===== config.mk =====
export PLATFORM = sky130hd
export DESIGN_NAME = fifo_wr_framer_flat
export DESIGN_NICKNAME = d
export VERILOG_FILES = /design/src/rtl/fifo_frame_pkg.sv /design/src/rtl/fifo_wr_framer_if.sv /design/src/rtl/fifo_wr_framer.sv /design/src/flat_wrapper.sv
export SDC_FILE = /design/constraint.sdc
export NUM_CORES = 1
export LEC_CHECK = 0
export CAP_MARGIN = 30
export CORE_ASPECT_RATIO = 2
export CORE_MARGIN = 1
export CORE_UTILIZATION = 31
export DETAILED_ROUTE_END_ITERATION = 7
export PLACE_DENSITY = 0.64
export REMOVE_ABC_BUFFERS = 1
export SETUP_SLACK_MARGIN = 0.1
export SLEW_MARGIN = 20
export SYNTH_ARGS = -nofsm -noshare
export SYNTH_HDL_FRONTEND = slang
export SYNTH_SLANG_ARGS = --single-unit

===== constraint.sdc =====
create_clock -name wclk -period 2.79 [get_ports wclk]
set_clock_uncertainty 0.15 [all_clocks]
set_input_delay 0.279 -clock wclk [delete_from_list [all_inputs] [get_ports wclk]]
set_output_delay 0.279 -clock wclk [all_outputs]
set_load 0.01 [all_outputs]

===== src/rtl/fifo_frame_pkg.sv =====
`default_nettype none
// ============================================================================
//  Module      : fifo_frame_pkg
//  Description : Definitions shared by the write-side framer and the
//                read-side deframer of the asynchronous FIFO link.
//                Frame layout on the FIFO:
//                    SYNC, seq, payload[0..N-1], csum
//                where csum = seq ^ payload[0] ^ ... ^ payload[N-1].
//  Contents    : framer state enum, default sync byte, header length,
//                checksum accumulation step.
//  Revision    : 1.0 - initial release
// ============================================================================
package fifo_frame_pkg;

    // Default FIFO byte width.
    localparam int DSIZE_DEFAULT = 8;

    // Default frame sync byte.
    localparam logic [7:0] SYNC_DEFAULT = 8'hA5;

    // Bytes ahead of the payload: SYNC and seq.
    localparam int HDR_LEN = 2;

    // Framer states. Encoding is fixed so the deframer can decode a
    // captured state value consistently.
    typedef enum logic [2:0] {
        ST_IDLE = 3'd0,
        ST_SYNC = 3'd1,
        ST_SEQ  = 3'd2,
        ST_DATA = 3'd3,
        ST_CSUM = 3'd4
    } frame_state_e;

    // One checksum accumulation step. The accumulator is seeded with the
    // sequence number and folds in every payload byte.
    function automatic logic [7:0] csum_step(input logic [7:0] acc,
                                             input logic [7:0] b);
        return acc ^ b;
    endfunction

endpackage : fifo_frame_pkg
`default_nettype wire


===== src/rtl/fifo_wr_framer_if.sv =====
`default_nettype none
// ============================================================================
//  Module      : fifo_wr_framer_if
//  Description : Handshake bundle around the write-side framer: the
//                producer byte stream (s_*) and the FIFO write port
//                (wfull / winc / wdata).
//  Signals     : s_data  - payload byte from the producer
//                s_valid - s_data / s_last are valid
//                s_last  - current byte ends the packet
//                s_ready - framer consumes the byte this edge
//                wfull   - FIFO full flag (registered in the FIFO)
//                winc    - FIFO write strobe
//                wdata   - FIFO write data
//  Modports    : slave  - the framer (consumes stream, drives FIFO port)
//                master - the environment (producer + FIFO)
//  Revision    : 1.0 - initial release
// ============================================================================
interface fifo_wr_framer_if
    import fifo_frame_pkg::*;
#(
    parameter int DSIZE = DSIZE_DEFAULT
);

    logic [DSIZE-1:0] s_data;
    logic             s_valid;
    logic             s_last;
    logic             s_ready;
    logic             wfull;
    logic             winc;
    logic [DSIZE-1:0] wdata;

    modport slave (
        input  s_data,
        input  s_valid,
        input  s_last,
        input  wfull,
        output s_ready,
        output winc,
        output wdata
    );

    modport master (
        output s_data,
        output s_valid,
        output s_last,
        output wfull,
        input  s_ready,
        input  winc,
        input  wdata
    );

endinterface : fifo_wr_framer_if
`default_nettype wire


===== src/rtl/fifo_wr_framer.sv =====
`default_nettype none
// ============================================================================
//  Module      : fifo_wr_framer
//  Description : Write-domain framing stage in front of the async FIFO.
//                Wraps every producer packet as SYNC, seq, payload, csum
//                and writes it into the FIFO, throttled by wfull.
//  Parameters  : DSIZE - byte width, must equal the FIFO data width and
//                        the DSIZE of the connected interface
//                SYNC  - frame sync byte
//                CNTW  - width of frame_cnt
//  Ports       : wclk      - write-domain clock, rising edge
//                wrst_n    - asynchronous active-low reset
//                bus       - producer stream + FIFO write port (slave)
//                frame_cnt - completed frames, wraps
//                busy      - framer is not idle (registered)
//  Revision    : 1.0 - initial release
// ============================================================================
module fifo_wr_framer
    import fifo_frame_pkg::*;
#(
    parameter int               DSIZE = DSIZE_DEFAULT,
    parameter logic [DSIZE-1:0] SYNC  = DSIZE'(SYNC_DEFAULT),
    parameter int               CNTW  = 16
) (
    input  logic             wclk,
    input  logic             wrst_n,
    fifo_wr_framer_if.slave  bus,
    output logic [CNTW-1:0]  frame_cnt,
    output logic             busy
);

    localparam logic [DSIZE-1:0] c_seq_one = DSIZE'(1);
    localparam logic [CNTW-1:0]  c_cnt_one = CNTW'(1);

    frame_state_e     r_state;
    logic [DSIZE-1:0] r_csum;
    logic [DSIZE-1:0] r_seq;
    logic [CNTW-1:0]  r_frame_cnt;
    logic             r_busy;

    logic             w_winc;
    logic             w_s_ready;
    logic [DSIZE-1:0] w_wdata;

    // ------------------------------------------------------------------
    // Output mux. winc already folds in !wfull, so every strobe is a
    // write the FIFO accepts; the FSM below uses w_winc as "accepted".
    // ------------------------------------------------------------------
    always_comb begin
        w_winc    = 1'b0;
        w_s_ready = 1'b0;
        w_wdata   = '0;
        case (r_state)
            ST_SYNC: begin
                w_wdata = SYNC;
                w_winc  = !bus.wfull;
            end
            ST_SEQ: begin
                w_wdata = r_seq;
                w_winc  = !bus.wfull;
            end
            ST_DATA: begin
                // Pass-through: the producer byte goes straight to the
                // FIFO, so consumption and the FIFO write coincide.
                w_wdata   = bus.s_data;
                w_winc    = bus.s_valid && !bus.wfull;
                w_s_ready = !bus.wfull;
            end
            ST_CSUM: begin
                w_wdata = r_csum;
                w_winc  = !bus.wfull;
            end
            default: begin
                w_winc    = 1'b0;
                w_s_ready = 1'b0;
                w_wdata   = '0;
            end
        endcase
    end

    // ------------------------------------------------------------------
    // Framing FSM with checksum, sequence and frame counters. busy is
    // updated together with the state so it mirrors (state != IDLE).
    // ------------------------------------------------------------------
    always_ff @(posedge wclk or negedge wrst_n) begin
        if (!wrst_n) begin
            r_state     <= ST_IDLE;
            r_csum      <= '0;
            r_seq       <= '0;
            r_frame_cnt <= '0;
            r_busy      <= 1'b0;
        end else begin
            case (r_state)
                ST_IDLE: begin
                    // Detect only; the first byte is consumed in DATA.
                    if (bus.s_valid) begin
                        r_state <= ST_SYNC;
                        r_busy  <= 1'b1;
                    end
                end
                ST_SYNC: begin
                    if (w_winc) begin
                        r_csum  <= '0;
                        r_state <= ST_SEQ;
                    end
                end
                ST_SEQ: begin
                    if (w_winc) begin
                        r_csum  <= r_seq;
                        r_state <= ST_DATA;
                    end
                end
                ST_DATA: begin
                    if (w_winc) begin
                        r_csum <= r_csum ^ bus.s_data;
                        if (bus.s_last) begin
                            r_state <= ST_CSUM;
                        end
                    end
                end
                ST_CSUM: begin
                    if (w_winc) begin
                        r_seq       <= r_seq + c_seq_one;
                        r_frame_cnt <= r_frame_cnt + c_cnt_one;
                        // A packet already waiting starts its SYNC on
                        // the very next cycle, giving gap-free frames.
                        if (bus.s_valid) begin
                            r_state <= ST_SYNC;
                        end else begin
                            r_state <= ST_IDLE;
                            r_busy  <= 1'b0;
                        end
                    end
                end
                default: begin
                    r_state <= ST_IDLE;
                    r_busy  <= 1'b0;
                end
            endcase
        end
    end

    assign bus.winc    = w_winc;
    assign bus.wdata   = w_wdata;
    assign bus.s_ready = w_s_ready;
    assign frame_cnt   = r_frame_cnt;
    assign busy        = r_busy;

endmodule : fifo_wr_framer
`default_nettype wire


===== src/flat_wrapper.sv =====
// flat-port wrapper written by rule: the top's interface ports become plain ports
module fifo_wr_framer_flat import fifo_frame_pkg::*;
#(
    parameter int               DSIZE = DSIZE_DEFAULT,
    parameter logic [DSIZE-1:0] SYNC  = DSIZE'(SYNC_DEFAULT),
    parameter int               CNTW  = 16
)
  (wclk, wrst_n, frame_cnt, busy, bus_s_data, bus_s_valid, bus_s_last, bus_wfull, bus_s_ready, bus_winc, bus_wdata);
  fifo_wr_framer_if #(.DSIZE(DSIZE)) bus_i ();
  input  logic wclk;
  input  logic wrst_n;
  output logic [CNTW-1:0] frame_cnt;
  output logic busy;
  input wire logic [$bits(bus_i.s_data)-1:0] bus_s_data;
  input wire logic [$bits(bus_i.s_valid)-1:0] bus_s_valid;
  input wire logic [$bits(bus_i.s_last)-1:0] bus_s_last;
  input wire logic [$bits(bus_i.wfull)-1:0] bus_wfull;
  output wire logic [$bits(bus_i.s_ready)-1:0] bus_s_ready;
  output wire logic [$bits(bus_i.winc)-1:0] bus_winc;
  output wire logic [$bits(bus_i.wdata)-1:0] bus_wdata;
  assign bus_i.s_data = bus_s_data;
  assign bus_i.s_valid = bus_s_valid;
  assign bus_i.s_last = bus_s_last;
  assign bus_i.wfull = bus_wfull;
  assign bus_s_ready = bus_i.s_ready;
  assign bus_winc = bus_i.winc;
  assign bus_wdata = bus_i.wdata;
  fifo_wr_framer #(.DSIZE(DSIZE), .SYNC(SYNC), .CNTW(CNTW)) u_core (.wclk(wclk), .wrst_n(wrst_n), .bus(bus_i), .frame_cnt(frame_cnt), .busy(busy));
endmodule

==> impl_table.tex <==
\begin{tabular}{lr}
\hline
Metric & Value \\
\hline
\multicolumn{2}{l}{\textbf{STA}} \\
Total of endpoints with negative setup slack in the final report & 0 \\
Number of hold violations in the final report & 0 \\
Slew @ Worst Pin & 0.666 ns \\
Max-slew violation count & 0 \\
Max Freq & 393 MHz \\
Worst max-slew margin expressed relative to the limit & 55.4\% \\
RSZ-0062 raised after global routing & false \\
Final sum of negative setup slack & 0 ns \\
Clock period minus final worst setup slack & 2.54 ns \\
Period Utilization, post-route & 91.1\% \\
\multicolumn{2}{l}{\textbf{Detailed routing}} \\
Routed met3 length & 109 um \\
Vias after detailed routing & 1699 \\
Count of TritonRoute iterations in the first routing pass & 4 \\
Wire length on met2 & 2590 um \\
Detailed-route vias per instance & 5.01 \\
Top layer in use & met4 \\
Total detailed-routing wirelength & 4750 um \\
Initial drt markers & 96 \\
DRC violations left & 0 \\
Antenna Nets Post-Route & 0 \\
Total routed wire length on the met1 layer & 1880 um \\
Average wire per cell in the routed design & 14.0 um \\
\multicolumn{2}{l}{\textbf{Worst setup path}} \\
Sort of element at the end of the critical path & output pin \\
Nature of the critical path startpoint & register \\
Worst EP required & 2.36 ns \\
Largest driver fanout on the critical path & 12 \\
Data arrival time of the worst path & 2.11 ns \\
Type of the setup path with the least slack & reg2out \\
\multicolumn{2}{l}{\textbf{Clocking}} \\
Clock latency on the worst-skew pair & 0.28 ns \\
Post-CTS repair timing setup buffer count & 0 \\
Number of CTS-inserted buffers & 5 \\
Max Buffers Root-to-Sink & 2 \\
Gates resized, CTS repair & 0 \\
Clock-pin transition on the worst setup and hold timing paths & 0.06 ns \\
Count of H-tree levels built during CTS & 2 \\
CTS Hold Bufs & 0 \\
Root cell of the clock tree & clkbuf\_16 \\
Clk sinks & 36 \\
TritonCTS clock tree & built \\
\multicolumn{2}{l}{\textbf{Place}} \\
Count of input and output buffers & 39 \\
Final estimated routing congestion in global placement & 0.785 \\
HPWL reported at the end of detailed placement & 3520 um \\
\multicolumn{2}{l}{\textbf{Yosys}} \\
Post-synth top area share & 43.3\% \\
Cell area after technology mapping & 2080 um\^{}2 \\
Sequential element share of the synthesized area & 43.3\% \\
Register bit count reported by yosys & 36 \\
Synthesis warning total & 0 \\
Avg Cell Area, Syn & 10.0 um\^{}2 \\
Distinct cell type count after synthesis & 34 \\
Synth top area cells & dfrtp\_1 (43\%), xnor2\_1 (4.6\%), xor2\_1 (4.6\%), a221o\_1 (3.9\%), o21ai\_0 (3.9\%) \\
Synth area leader & dfrtp\_1 \\
Number of instances in the synthesized netlist & 208 \\
\multicolumn{2}{l}{\textbf{Power}} \\
Logic gate share of total power & 35.7\% \\
Power per cell area & 754 nW/um\^{}2 \\
Relative contribution of the clock network to total power & 30.4\% \\
IR drop worst, VDD & 337 uV \\
Cell-internal power & 1.39 mW \\
Leakage power of the design & 1.17 nW \\
Power share of the sequential group & 33.8\% \\
Fraction of power spent switching nets & 32.3\% \\
Switching power total & 0.663 mW \\
\multicolumn{2}{l}{\textbf{Die}} \\
Horizontal extent of the die & 59.9 um \\
Floorplan die height & 118 um \\
Die Area & 7060 um\^{}2 \\
Placeable Area & 6410 um\^{}2 \\
Io pins & 40 \\
Starting Density & 32.4\% \\
Number of rows created at floorplan & 41 \\
\multicolumn{2}{l}{\textbf{Global routing}} \\
Number of antenna violations at the first check in global routing & 0 \\
First-pass GRT wire length & 7990 um \\
Remaining global-route overflow & 0 \\
Largest net degree at the start of global routing & 37 \\
Number of global-route vias before repair & 1674 \\
Total Routing Usage GR & 15.0\% \\
\multicolumn{2}{l}{\textbf{Final layout}} \\
Final cell utilization of the core & 42.4\% \\
Share of cells above drive strength 1 & 9.09\% \\
Most common cell after layout, fill and taps aside & clkdlybuf4s50\_1 \\
Number of nets in the layout & 267 \\
Count of fill cells added during filler insertion & 643 \\
Area growth syn-to-layout & 30.9\% \\
Most frequent cells in the layout & clkdlybuf4s50\_1 (39), dfrtp\_1 (36), nand2\_1 (18) \\
Number of diodes & 0 \\
\multicolumn{2}{l}{\textbf{Status}} \\
Result of the run & completed \\
\multicolumn{2}{l}{\textbf{Flow run}} \\
Max-capacitance violation count & 0 \\
\multicolumn{2}{l}{\textbf{Hold path}} \\
Min-Delay Path Class & in2async \\
\hline
\end{tabular}
-- Yosys cell counts --
| cell type | count |
|---|---|
| nand2b_1 | 9 |
| o21ai_0 | 16 |
| nor3b_1 | 7 |
| buf_8 | 1 |
| and3_1 | 2 |
| nor4_1 | 1 |
| xor2_1 | 11 |
| nor3_1 | 6 |
| nor3b_2 | 2 |
| xnor2_1 | 11 |
| a21oi_1 | 8 |
| or2b_1 | 8 |
| or4_4 | 1 |
| nand4_1 | 5 |
| ha_1 | 2 |
| mux2i_1 | 4 |
| and4_1 | 4 |
| clkbuf_1 | 4 |
| mux2_2 | 2 |
| buf_4 | 1 |
| inv_1 | 2 |
| buf_2 | 1 |
| and3b_1 | 1 |
| dfrtp_1 | 36 |
| a221o_1 | 8 |
| a32o_1 | 1 |
| buf_6 | 4 |
| nor4b_4 | 2 |
| nor2_1 | 14 |
| o211ai_1 | 1 |
| o31ai_1 | 4 |
| nor2b_1 | 3 |
| nand2_1 | 18 |
| nand3_1 | 8 |
-- kinds of logic after synthesis --
logic type,Yosys count,share of synthesized area [%]
AND/OR/NAND/NOR,91,26.7
AO/OA/AOI/OAI,38,11.9
flip-flops,36,43.3
XOR/XNOR,22,9.27
buffers and inverters,13,4.57
multiplexers,6,3.01
adder cells (fa/ha/maj),2,1.20
-- through the flow --
stage / hold WS, ns / instance area (um^2) / cells / setup slack [ns] / power, mW
floorplan: -0.167 / 1990 / 197 / 0.501 / 1.10
global placement: 0.306 / 2560 / 331 / 0.495 / 1.42
detailed placement: 0.307 / 2560 / 331 / 0.444 / 1.44
CTS: 0.299 / 2720 / 339 / 0.232 / 2.07
global route: 0.319 / 2720 / 339 / 0.117 / 2.18
finish: 0.274 / 2720 / 339 / 0.248 / 2.05
-- sequential cells by signal, indices dropped and copies added (netlist names) --
name,cells
u_core.busy,1
u_core.frame_cnt,16
u_core.r_csum,8
u_core.r_seq,8
u_core.r_state,3
-- area by class of cell --
type                    count  area, um^2  share of cell area (%)
clock inverters             2        35.0                    1.29
inverters                   2        7.51                   0.276
clock buffers               6         129                    4.74
flip-flops and latches     36         901                    33.1
multi-input cells         159        1080                    39.8
well taps                  86         108                    3.95
repair buffers             48         458                    16.8
-- path summary, 6_finish.rpt --
kind | startpoint | cells after the start | end | slack [ns]
max | u_core.r_state[2] | 5 | bus_winc | 0.25
min | wrst_n | 2 | u_core.frame_cnt[10] | 0.27
max reg2reg | u_core.r_state[1] | 4 | u_core.r_csum[4] | 0.66
min reg2reg | u_core.frame_cnt[15] | 1 | u_core.frame_cnt[15] | 0.31
max in group asynchronous | wrst_n | 2 | u_core.frame_cnt[5] | 1.87
min in group wclk | u_core.frame_cnt[15] | 1 | u_core.frame_cnt[15] | 0.31
-- worst max-delay path, cell delays in order (launching register included) --
cell and delay (ns):
dfrtp_1 0.56, nor3b_1 0.30, buf_4 0.19, nor2_1 0.05
nor3_1 0.17, clkdlybuf4s50_1 0.57
-- per-layer routing --
metal	vias to the layer above	track usage, %
li1	825	-
met1	823	16.7
met2	37	25.8
met3	14	2.53
met4	0	7.99
met5	-	0
-- power by group through the flow --
stage / clock (mW) / sequential (mW) / combinational (mW)
CTS: 0.636 / 0.694 / 0.742
global route: 0.657 / 0.714 / 0.804
finish: 0.624 / 0.695 / 0.734
floorplan: 0 / 0.741 / 0.358
global placement: 0 / 0.699 / 0.725
detailed placement: 0 / 0.701 / 0.739
Power figures use the tool's default switching activity.
==> patch (same flow settings) <==
Encoding of `frame_state_e`: now Gray code (3 bits for 5 states).
--- a/src/rtl/fifo_frame_pkg.sv
+++ b/src/rtl/fifo_frame_pkg.sv
@@ -25,9 +25,9 @@
     // captured state value consistently.
     typedef enum logic [2:0] {
-        ST_IDLE = 3'd0,
-        ST_SYNC = 3'd1,
-        ST_SEQ  = 3'd2,
-        ST_DATA = 3'd3,
-        ST_CSUM = 3'd4
+        ST_IDLE = 3'b000,
+        ST_SYNC = 3'b001,
+        ST_SEQ  = 3'b011,
+        ST_DATA = 3'b010,
+        ST_CSUM = 3'b110
     } frame_state_e;
 
Function: same outputs for any inputs over 10 cycles, from zero or initial values and one cycle with wrst_n low; not proved beyond that.
==> patch against the unedited design <==
The run now ends with DRC left. Non-clock buffer count is 6 lower. Sequential cell count stayed put. Hold slack better by 0.0057 ns. Routed wire length is 6.9% lower. Sequential power is 13% higher. Worst setup slack better by 0.066 ns. Combinational power is 9.4% higher. Total power is 2.4% higher. Clock power is 17% lower. Area after synthesis is 6.3% lower. Final area is 6.6% lower. Global-route usage is 0.67 points lower. Utilization is 0.48 points lower. Critical endpoint unchanged.
==> patch: results (changes against the unedited design) <==
- Status: finished with violations (was completed)
- Failing checks: DRC
- Synth area leaders: dfrtp_1, xnor2_1, o21ai_0 (was dfrtp_1, xnor2_1, xor2_1)
- Synth warn: 0 (unchanged)
- GRT Total Usage: 14.34% (was 15.00%)
- Nets: 255 (was 267)
- Avg Inst Size Synth: 9.597 um^2 (was 9.998 um^2)
- # DRC: 4 (was 0)
- Antenna violations before repair: 0 (unchanged)
- Leak: 1.043 nW (was 1.168 nW)
- Worst Path Max Fanout: 17 (was 12)
- Via count: 1,586 (was 1,699)
- Synth cell count leaders: dfrtp_1, o21ai_0, nor2_1 (was dfrtp_1, nand2_1, o21ai_0)
- Vias in the first global route: 1,514 (was 1,674)
- ANT cells: 0 (unchanged)
- Hpwl dp: 3161 um (was 3520 um)
- GPL Wtd Cong: 0.7990 (was 0.7849)
- Register area share after synthesis: 46.24% (was 43.32%)
- First-pass GRT wire length: 7238 um (was 7990 um)
- Worst Path Arrival: 2.05 ns (was 2.11 ns)
- Clock slew at reported path FFs: 0.05 ns
- WL final: 4423 um (was 4751 um)
- Max IR drop VDD: 0.4685 mV (was 0.3370 mV)
- DRT Pass-1 Iters: 6 (was 4)
- 1st-iter DRT viols: 67 (was 96)
- WL/cell: 13.65 um (was 14.01 um)
- Share of cells above drive strength 1: 5.833% (was 9.091%)
- Placed cell count: 317 (was 331)
- Max_slew headroom: 60.81% (was 55.45%)
- Port Buf Inserts: 39 (unchanged)
- Placed instance area: 2406 um^2 (was 2557 um^2)
[patch: cell types whose count changed after synthesis, sizes merged, moves of 6 or more]
cell    before  now
a221o        8    0
and2         0    6
nand2b       9    2
o21ai       16   22
o22ai        0    6
or2b         8    0
[patch: path summary, 6_finish.rpt]
check                                startpoint              endpoint  slack (ns)  cells after the start
setup / recovery              u_core.r_state[1]              bus_winc        0.31                      4
hold / removal                           wrst_n      u_core.r_csum[1]        0.28                      2
setup reg to reg              u_core.r_state[2]  u_core.frame_cnt[13]        0.66                      4
hold reg to reg            u_core.frame_cnt[15]  u_core.frame_cnt[15]        0.33                      1
max in group asynchronous                wrst_n     u_core.r_state[2]        1.86                      2
min in group wclk          u_core.frame_cnt[15]  u_core.frame_cnt[15]        0.33                      1
[patch: cells by family (layout without fill, tap and decap cells)]
kind of cell | Yosys count | in the layout | synth area share [%]
compound gates | 42 | 42 | 11.50
xor+xnor | 22 | 22 | 9.891
fa+ha+maj | 2 | 2 | 1.284
buf+inv | 15 | 52 | 3.661
flops | 36 | 36 | 46.24
mux | 10 | 10 | 5.267
simple gates | 76 | 76 | 22.16
[patch: final cells by class]
class	instances	area (um^2)
clock inverter	1	5.005
clock buffer	6	128.9
multi-input combinational	152	975.9
inverter	3	11.26
timing repair buffer	42	412.9
tap	84	105.1
sequential	36	902.1
fill	604	3515
[patch: power breakdown]
group / total [mW] / internal (mW) / switching [mW] / leakage (nW)
clock network: 0.518 / 0.324 / 0.194 / 0.0667
registers: 0.783 / 0.628 / 0.155 / 0.473
logic: 0.803 / 0.420 / 0.383 / 0.503
[patch: worst max-delay path, cell delays in order (launching register included)]
cell and delay [ns]:
dfrtp_1 0.62, nand2b_1 0.24, o21bai_1 0.21, a21oi_1 0.16, clkdlybuf4s50_1 0.55
[patch: metal layers]
layer  vias to the layer above  part of all wire (%)  global-route usage, %
met1                       766                    38                  15.59
li1                        781                     -                      -
met4                         0                   1.8                  6.032
met3                         7                   3.3                  2.712
met5                         -                     0                      0
met2                        32                    57                  26.21
[patch: stage by stage]
stage	total power, mW	setup WS (ns)
floorplan	1.209	0.6915
global placement	1.580	0.4575
detailed placement	1.600	0.3999
CTS	2.131	0.1646
finish	2.103	0.3140
global route	2.257	0.1178
